<file path="config.mk">
export PLATFORM = sky130hd
export DESIGN_NAME = wb_port_arbiter_flat
export DESIGN_NICKNAME = d
export VERILOG_FILES = /design/src/rtl/wb_port_arbiter_if.sv /design/src/rtl/wb_port_arbiter.sv /design/src/flat_wrapper.sv
export SDC_FILE = /design/constraint.sdc
export NUM_CORES = 1
export LEC_CHECK = 0
export CORE_ASPECT_RATIO = 0.5
export CORE_MARGIN = 2
export CORE_UTILIZATION = 30
export CTS_CLUSTER_SIZE = 40
export DETAILED_ROUTE_END_ITERATION = 12
export PLACE_DENSITY = 0.55
export SYNTH_ARGS = -nofsm -noshare
export SYNTH_HDL_FRONTEND = slang
export SYNTH_SLANG_ARGS = --single-unit
</file>
<file path="constraint.sdc">
create_clock -name clk -period 4.3 [get_ports clk]
set_input_delay 0.86 -clock clk [delete_from_list [all_inputs] [get_ports clk]]
set_output_delay 0.86 -clock clk [all_outputs]
set_load 0.01 [all_outputs]
</file>
<file path="src/rtl/wb_port_arbiter_if.sv">
// wb_port_arbiter_if: pipeline, MDU, hazard-query and write-back signals of the RF write-port arbiter.
interface wb_port_arbiter_if #(
    parameter int DEPTH = 4,
    parameter int AW    = 5,
    parameter int DW    = 32
);
    localparam int CW = $clog2(DEPTH) + 1;
    logic          pipe_RegWrite;
    logic [AW-1:0] pipe_write_addr;
    logic [DW-1:0] pipe_write_data;
    logic          mdu_valid;
    logic          mdu_ready;
    logic [AW-1:0] mdu_write_addr;
    logic [DW-1:0] mdu_write_data;
    logic [AW-1:0] query_rs_addr;
    logic [AW-1:0] query_rt_addr;
    logic          pending_rs;
    logic          pending_rt;
    logic          mem_wb_RegWrite;
    logic [AW-1:0] mem_wb_write_addr;
    logic [DW-1:0] mem_wb_write_data;
    logic [CW-1:0] fifo_count;
    modport master (
        output pipe_RegWrite, pipe_write_addr, pipe_write_data,
               mdu_valid, mdu_write_addr, mdu_write_data,
               query_rs_addr, query_rt_addr,
        input  mdu_ready, pending_rs, pending_rt,
               mem_wb_RegWrite, mem_wb_write_addr, mem_wb_write_data, fifo_count
    );
    modport slave (
        input  pipe_RegWrite, pipe_write_addr, pipe_write_data,
               mdu_valid, mdu_write_addr, mdu_write_data,
               query_rs_addr, query_rt_addr,
        output mdu_ready, pending_rs, pending_rt,
               mem_wb_RegWrite, mem_wb_write_addr, mem_wb_write_data, fifo_count
    );
endinterface

</file>
<file path="src/rtl/wb_port_arbiter.sv">
// wb_port_arbiter: merges in-order pipeline writes and out-of-order MDU results onto the single RF write port.
module wb_port_arbiter #(
    parameter int DEPTH = 4,
    parameter int AW    = 5,
    parameter int DW    = 32
) (
    input logic              clk,
    input logic              reset,
    wb_port_arbiter_if.slave bus
);
    localparam int PW = $clog2(DEPTH);
    localparam int CW = PW + 1;
    logic [DEPTH-1:0] r_valid;
    logic [AW-1:0]    r_addr [DEPTH];
    logic [DW-1:0]    r_data [DEPTH];
    logic [PW-1:0]    r_rptr;
    logic [PW-1:0]    r_wptr;
    logic [CW-1:0]    r_count;
    logic             r_wb_we;
    logic [AW-1:0]    r_wb_addr;
    logic [DW-1:0]    r_wb_data;
    logic             w_pipe_live;
    logic             w_empty;
    logic             w_ready;
    logic             w_fire;
    logic             w_pop;
    logic             w_pop_write;
    logic             w_bypass;
    logic             w_push;
    logic             w_push_valid;
    logic             w_pend_rs;
    logic             w_pend_rt;
    always_comb begin
        w_pipe_live  = bus.pipe_RegWrite && bus.pipe_write_addr != '0;
        w_empty      = r_count == '0;
        w_ready      = reset && r_count < CW'(DEPTH);
        w_fire       = bus.mdu_valid && w_ready;
        w_pop        = !w_pipe_live && !w_empty;
        w_pop_write  = w_pop && r_valid[r_rptr];
        w_bypass     = !w_pipe_live && w_empty && w_fire && bus.mdu_write_addr != '0;
        w_push       = w_fire && bus.mdu_write_addr != '0 && !w_bypass;
        // A pipe write to the same register in the same cycle is younger: enqueue the MDU result dead.
        w_push_valid = !(w_pipe_live && bus.pipe_write_addr == bus.mdu_write_addr);
        w_pend_rs    = 1'b0;
        w_pend_rt    = 1'b0;
        for (int i = 0; i < DEPTH; i++) begin
            w_pend_rs = w_pend_rs || (r_valid[i] && r_addr[i] == bus.query_rs_addr);
            w_pend_rt = w_pend_rt || (r_valid[i] && r_addr[i] == bus.query_rt_addr);
        end
    end
    always_ff @(posedge clk) begin
        if (!reset) begin
            r_valid   <= '0;
            r_rptr    <= '0;
            r_wptr    <= '0;
            r_count   <= '0;
            r_wb_we   <= 1'b0;
            r_wb_addr <= '0;
            r_wb_data <= '0;
        end else begin
            r_wb_we <= w_pipe_live || w_pop_write || w_bypass;
            if (w_pipe_live) begin
                r_wb_addr <= bus.pipe_write_addr;
                r_wb_data <= bus.pipe_write_data;
            end else if (w_pop_write) begin
                r_wb_addr <= r_addr[r_rptr];
                r_wb_data <= r_data[r_rptr];
            end else if (w_bypass) begin
                r_wb_addr <= bus.mdu_write_addr;
                r_wb_data <= bus.mdu_write_data;
            end
            for (int i = 0; i < DEPTH; i++)
                if (w_pipe_live && r_addr[i] == bus.pipe_write_addr) r_valid[i] <= 1'b0;
            if (w_pop) begin
                r_valid[r_rptr] <= 1'b0;
                r_rptr          <= r_rptr + PW'(1);
            end
            if (w_push) begin
                r_valid[r_wptr] <= w_push_valid;
                r_addr[r_wptr]  <= bus.mdu_write_addr;
                r_data[r_wptr]  <= bus.mdu_write_data;
                r_wptr          <= r_wptr + PW'(1);
            end
            r_count <= r_count + CW'(w_push) - CW'(w_pop);
        end
    end
    assign bus.mdu_ready         = w_ready;
    assign bus.pending_rs        = w_pend_rs && bus.query_rs_addr != '0;
    assign bus.pending_rt        = w_pend_rt && bus.query_rt_addr != '0;
    assign bus.mem_wb_RegWrite   = r_wb_we;
    assign bus.mem_wb_write_addr = r_wb_addr;
    assign bus.mem_wb_write_data = r_wb_data;
    assign bus.fifo_count        = r_count;
endmodule
</file>
<file path="src/flat_wrapper.sv">
// flat-port wrapper written by rule: the top's interface ports become plain ports
module wb_port_arbiter_flat 
#(
    parameter int DEPTH = 4,
    parameter int AW    = 5,
    parameter int DW    = 32
)
  (clk, reset, bus_pipe_RegWrite, bus_pipe_write_addr, bus_pipe_write_data, bus_mdu_valid, bus_mdu_write_addr, bus_mdu_write_data, bus_query_rs_addr, bus_query_rt_addr, bus_mdu_ready, bus_pending_rs, bus_pending_rt, bus_mem_wb_RegWrite, bus_mem_wb_write_addr, bus_mem_wb_write_data, bus_fifo_count);
  wb_port_arbiter_if #(.DEPTH(DEPTH), .AW(AW), .DW(DW)) bus_i ();
  input logic clk;
  input logic reset;
  input wire logic [$bits(bus_i.pipe_RegWrite)-1:0] bus_pipe_RegWrite;
  input wire logic [$bits(bus_i.pipe_write_addr)-1:0] bus_pipe_write_addr;
  input wire logic [$bits(bus_i.pipe_write_data)-1:0] bus_pipe_write_data;
  input wire logic [$bits(bus_i.mdu_valid)-1:0] bus_mdu_valid;
  input wire logic [$bits(bus_i.mdu_write_addr)-1:0] bus_mdu_write_addr;
  input wire logic [$bits(bus_i.mdu_write_data)-1:0] bus_mdu_write_data;
  input wire logic [$bits(bus_i.query_rs_addr)-1:0] bus_query_rs_addr;
  input wire logic [$bits(bus_i.query_rt_addr)-1:0] bus_query_rt_addr;
  output wire logic [$bits(bus_i.mdu_ready)-1:0] bus_mdu_ready;
  output wire logic [$bits(bus_i.pending_rs)-1:0] bus_pending_rs;
  output wire logic [$bits(bus_i.pending_rt)-1:0] bus_pending_rt;
  output wire logic [$bits(bus_i.mem_wb_RegWrite)-1:0] bus_mem_wb_RegWrite;
  output wire logic [$bits(bus_i.mem_wb_write_addr)-1:0] bus_mem_wb_write_addr;
  output wire logic [$bits(bus_i.mem_wb_write_data)-1:0] bus_mem_wb_write_data;
  output wire logic [$bits(bus_i.fifo_count)-1:0] bus_fifo_count;
  assign bus_i.pipe_RegWrite = bus_pipe_RegWrite;
  assign bus_i.pipe_write_addr = bus_pipe_write_addr;
  assign bus_i.pipe_write_data = bus_pipe_write_data;
  assign bus_i.mdu_valid = bus_mdu_valid;
  assign bus_i.mdu_write_addr = bus_mdu_write_addr;
  assign bus_i.mdu_write_data = bus_mdu_write_data;
  assign bus_i.query_rs_addr = bus_query_rs_addr;
  assign bus_i.query_rt_addr = bus_query_rt_addr;
  assign bus_mdu_ready = bus_i.mdu_ready;
  assign bus_pending_rs = bus_i.pending_rs;
  assign bus_pending_rt = bus_i.pending_rt;
  assign bus_mem_wb_RegWrite = bus_i.mem_wb_RegWrite;
  assign bus_mem_wb_write_addr = bus_i.mem_wb_write_addr;
  assign bus_mem_wb_write_data = bus_i.mem_wb_write_data;
  assign bus_fifo_count = bus_i.fifo_count;
  wb_port_arbiter #(.DEPTH(DEPTH), .AW(AW), .DW(DW)) u_core (.clk(clk), .reset(reset), .bus(bus_i));
endmodule
</file>
==> flow_summary.toml <==
[route]
drtIter0Drc = 370
viasPerCell = 4.89
wl_mm = 22.4
wl_per_cell_um = 19.3
drt-pass1-iter-count = 5
vias = 5665
ant_nets = 0
drc = 0

[timing]
finalMaxSlewViolations = 0
hold_slack_ns = 0.484
setup_tns_ns = 0
tightest_slew_ns = 1.14
slew_headroom_pct = 23.7
hold_viol = 0
finalClockSkew_ns = 0.0117
max_freq_mhz = 259
period_share_pct = 89.9
min_period_ns = 3.86
rsz0062_at_grt = "false"
setup_viol = 0

[yosys]
synth.cell_area_um2 = 8790
synth.most_common_cell = "edfxtp_1"
synth.top_cells.by_count = "148 x edfxtp_1, 80 x nand2_1, 51 x dfxtp_1, 47 x xor2_1, 45 x nor2_1"
synth-seq-cells = 199
synth_top_area_cell = "edfxtp_1"
async_flop_share_pct = 0
ys_types = 37
netlist.area_leader.share_pct = 50.6
netlist_top_cells_area = "edfxtp_1 51%, dfxtp_1 12%, mux4_2 9.7%"
syn_inst = 635
yosysWarningCount = 0
synth_edf_count = 148
ys.flop_type = "edfxtp_1"
synth_fp_nets = 734
avgSynthCellArea_um2 = 13.8
yosysSeqAreaShare_pct = 62.2

[placement]
gp_congestion = 0.803
dpl_cell_area_um2 = 10600
portBuffers = 131
dpl.hpwl_mm = 14.6

[hold_path]
hold_class = "reg -> reg"

[finish]
antennaDiodeCount = 0
drive_above_1_share_pct = 12.9
final_util_pct = 38.6
fin_area_um2 = 11100
fillers = 2749
nets = 854
syn2layout_area_growth_pct = 26.8

[floorplan]
die_h_um = 125
core_area_um2 = 28900
die_w_um = 246
start_util_pct = 30.4
dieArea_um2 = 30800
rows = 44
ioPinCount = 132

[grt]
grt_max_degree = 80
grt.overflow.total = 0
grt_pass1_vias = 5813
antenna_found_initial = 0
grt_first_pass_wirelength_mm = 34.5
grt_use_total_pct = 14.8

[worst_setup_path]
path_class = "in -> out"
required_ns = 3.44
path_max_fanout = 5
regToRegSetupSlack_ns = 1.70
worstSetupStartpointType = "primary input"
cp.arrival_ns = 3.00
endpoint_kind = "primary output"

[clock_network]
cts.reportedPaths.clkPinSlew_ns = 0.07
tritoncts = "done"
post_cts_buffers = 0
htree_levels = 4
cts_sinks = 199
cts_buffer_depth = 2
cts_buffers = 17
worst_skew_pair.late_latency_ns = 0.43
cts.root.buffer_cell = "clkbuf_16"
post_cts_hold_buffer_count = 0
post_cts_resized = 0

[outcome]
status = "finished, final reports clean"

[power]
max-vdd-ir-drop_uv = 312
fin_total_pwr_mw = 5.19
power_leakage_nw = 3.74
power.density_nw_per_um2 = 465

[flow_run]
drv_cap = 0
report_power, final:
part | internal (mW) | switching (mW) | leakage (nW)
clock | 0.817 | 0.747 | 0.274
sequential | 2.22 | 0.158 | 1.76
combinational | 0.656 | 0.584 | 1.71
total | 3.70 | 1.49 | 3.74
state kept, by name (all words and copies together), names as in the netlist, named ones only:
name	flops
u_core.bus.fifo_count	3
u_core.r_data	128
u_core.r_valid	4
u_core.r_wptr	2
u_core.bus.mem_wb_write_data	32
u_core.r_rptr	2
u_core.bus.mem_wb_write_addr	5
u_core.r_addr	20
u_core.bus.mem_wb_RegWrite	1
worst max-delay path, stage by stage:
cell	delay, ns
clkdlybuf4s50_1	0.57
xor2_1	0.21
nor4_1	0.41
nand3_1	0.13
nand4_1	0.12
o21a_1	0.15
clkdlybuf4s50_1	0.54
final cells by class:
cell class	instances	area, um^2	area share, %
inverter	8	30.0	0.269
sequential	199	5470	49.1
timing repair buffer	149	1520	13.6
tap	391	489	4.39
multi-input combinational	380	3070	27.5
clock buffer	18	429	3.85
clock inverter	14	143	1.28
kinds of logic after synthesis:
group | share of synthesized area (%)
and+or+nand+nor | 8.60
buffers and inverters | 2.98
DFF | 62.2
AOI/OAI and AO/OA | 7.73
adders and majority gates | 1.65
muxes | 9.98
xor gates and xnor gates | 6.88
through the flow:
step           setup slack (ns)  instances
2_1_floorplan             0.853        635
3_3_place_gp              0.519       1127
3_5_place_dp              0.401       1127
4_1_cts                   0.391       1159
5_1_grt                   0.361       1159
6_report                  0.435       1159
cell usage in the layout, fill, tap and decap left out, drive strengths merged, types with 5 or more instances in the layout:
cell,n
xor2,47
nor2,46
a21oi,5
ha,10
buf,18
mux4,38
clkbuf,18
xnor2,22
edfxtp,148
nand3,16
dfxtp,51
a31oi,37
nor4,13
a22o,37
nand2,80
and2,8
clkdlybuf4s50,131
inv,12
clkinv,6
final timing paths:
kind	start	end	cells past startpoint
setup / recovery	bus_query_rt_addr[3]	bus_pending_rt	7
hold / removal	u_core.bus.mem_wb_write_data[19]	u_core.bus.mem_wb_write_data[19]	1
setup reg to reg	u_core.bus.fifo_count[2]	u_core.bus.mem_wb_write_addr[3]	5
hold reg to reg	u_core.bus.mem_wb_write_data[19]	u_core.bus.mem_wb_write_data[19]	1
metal layers:
metal	vias up	part of all wire (%)	track usage, %
met5	-	0	0
met4	0	0.89	3.85
met3	14	3.0	2.81
met2	91	51	24.9
met1	2946	45	19.5
li1	2614	-	-
(Power assumes the default switching activity.)
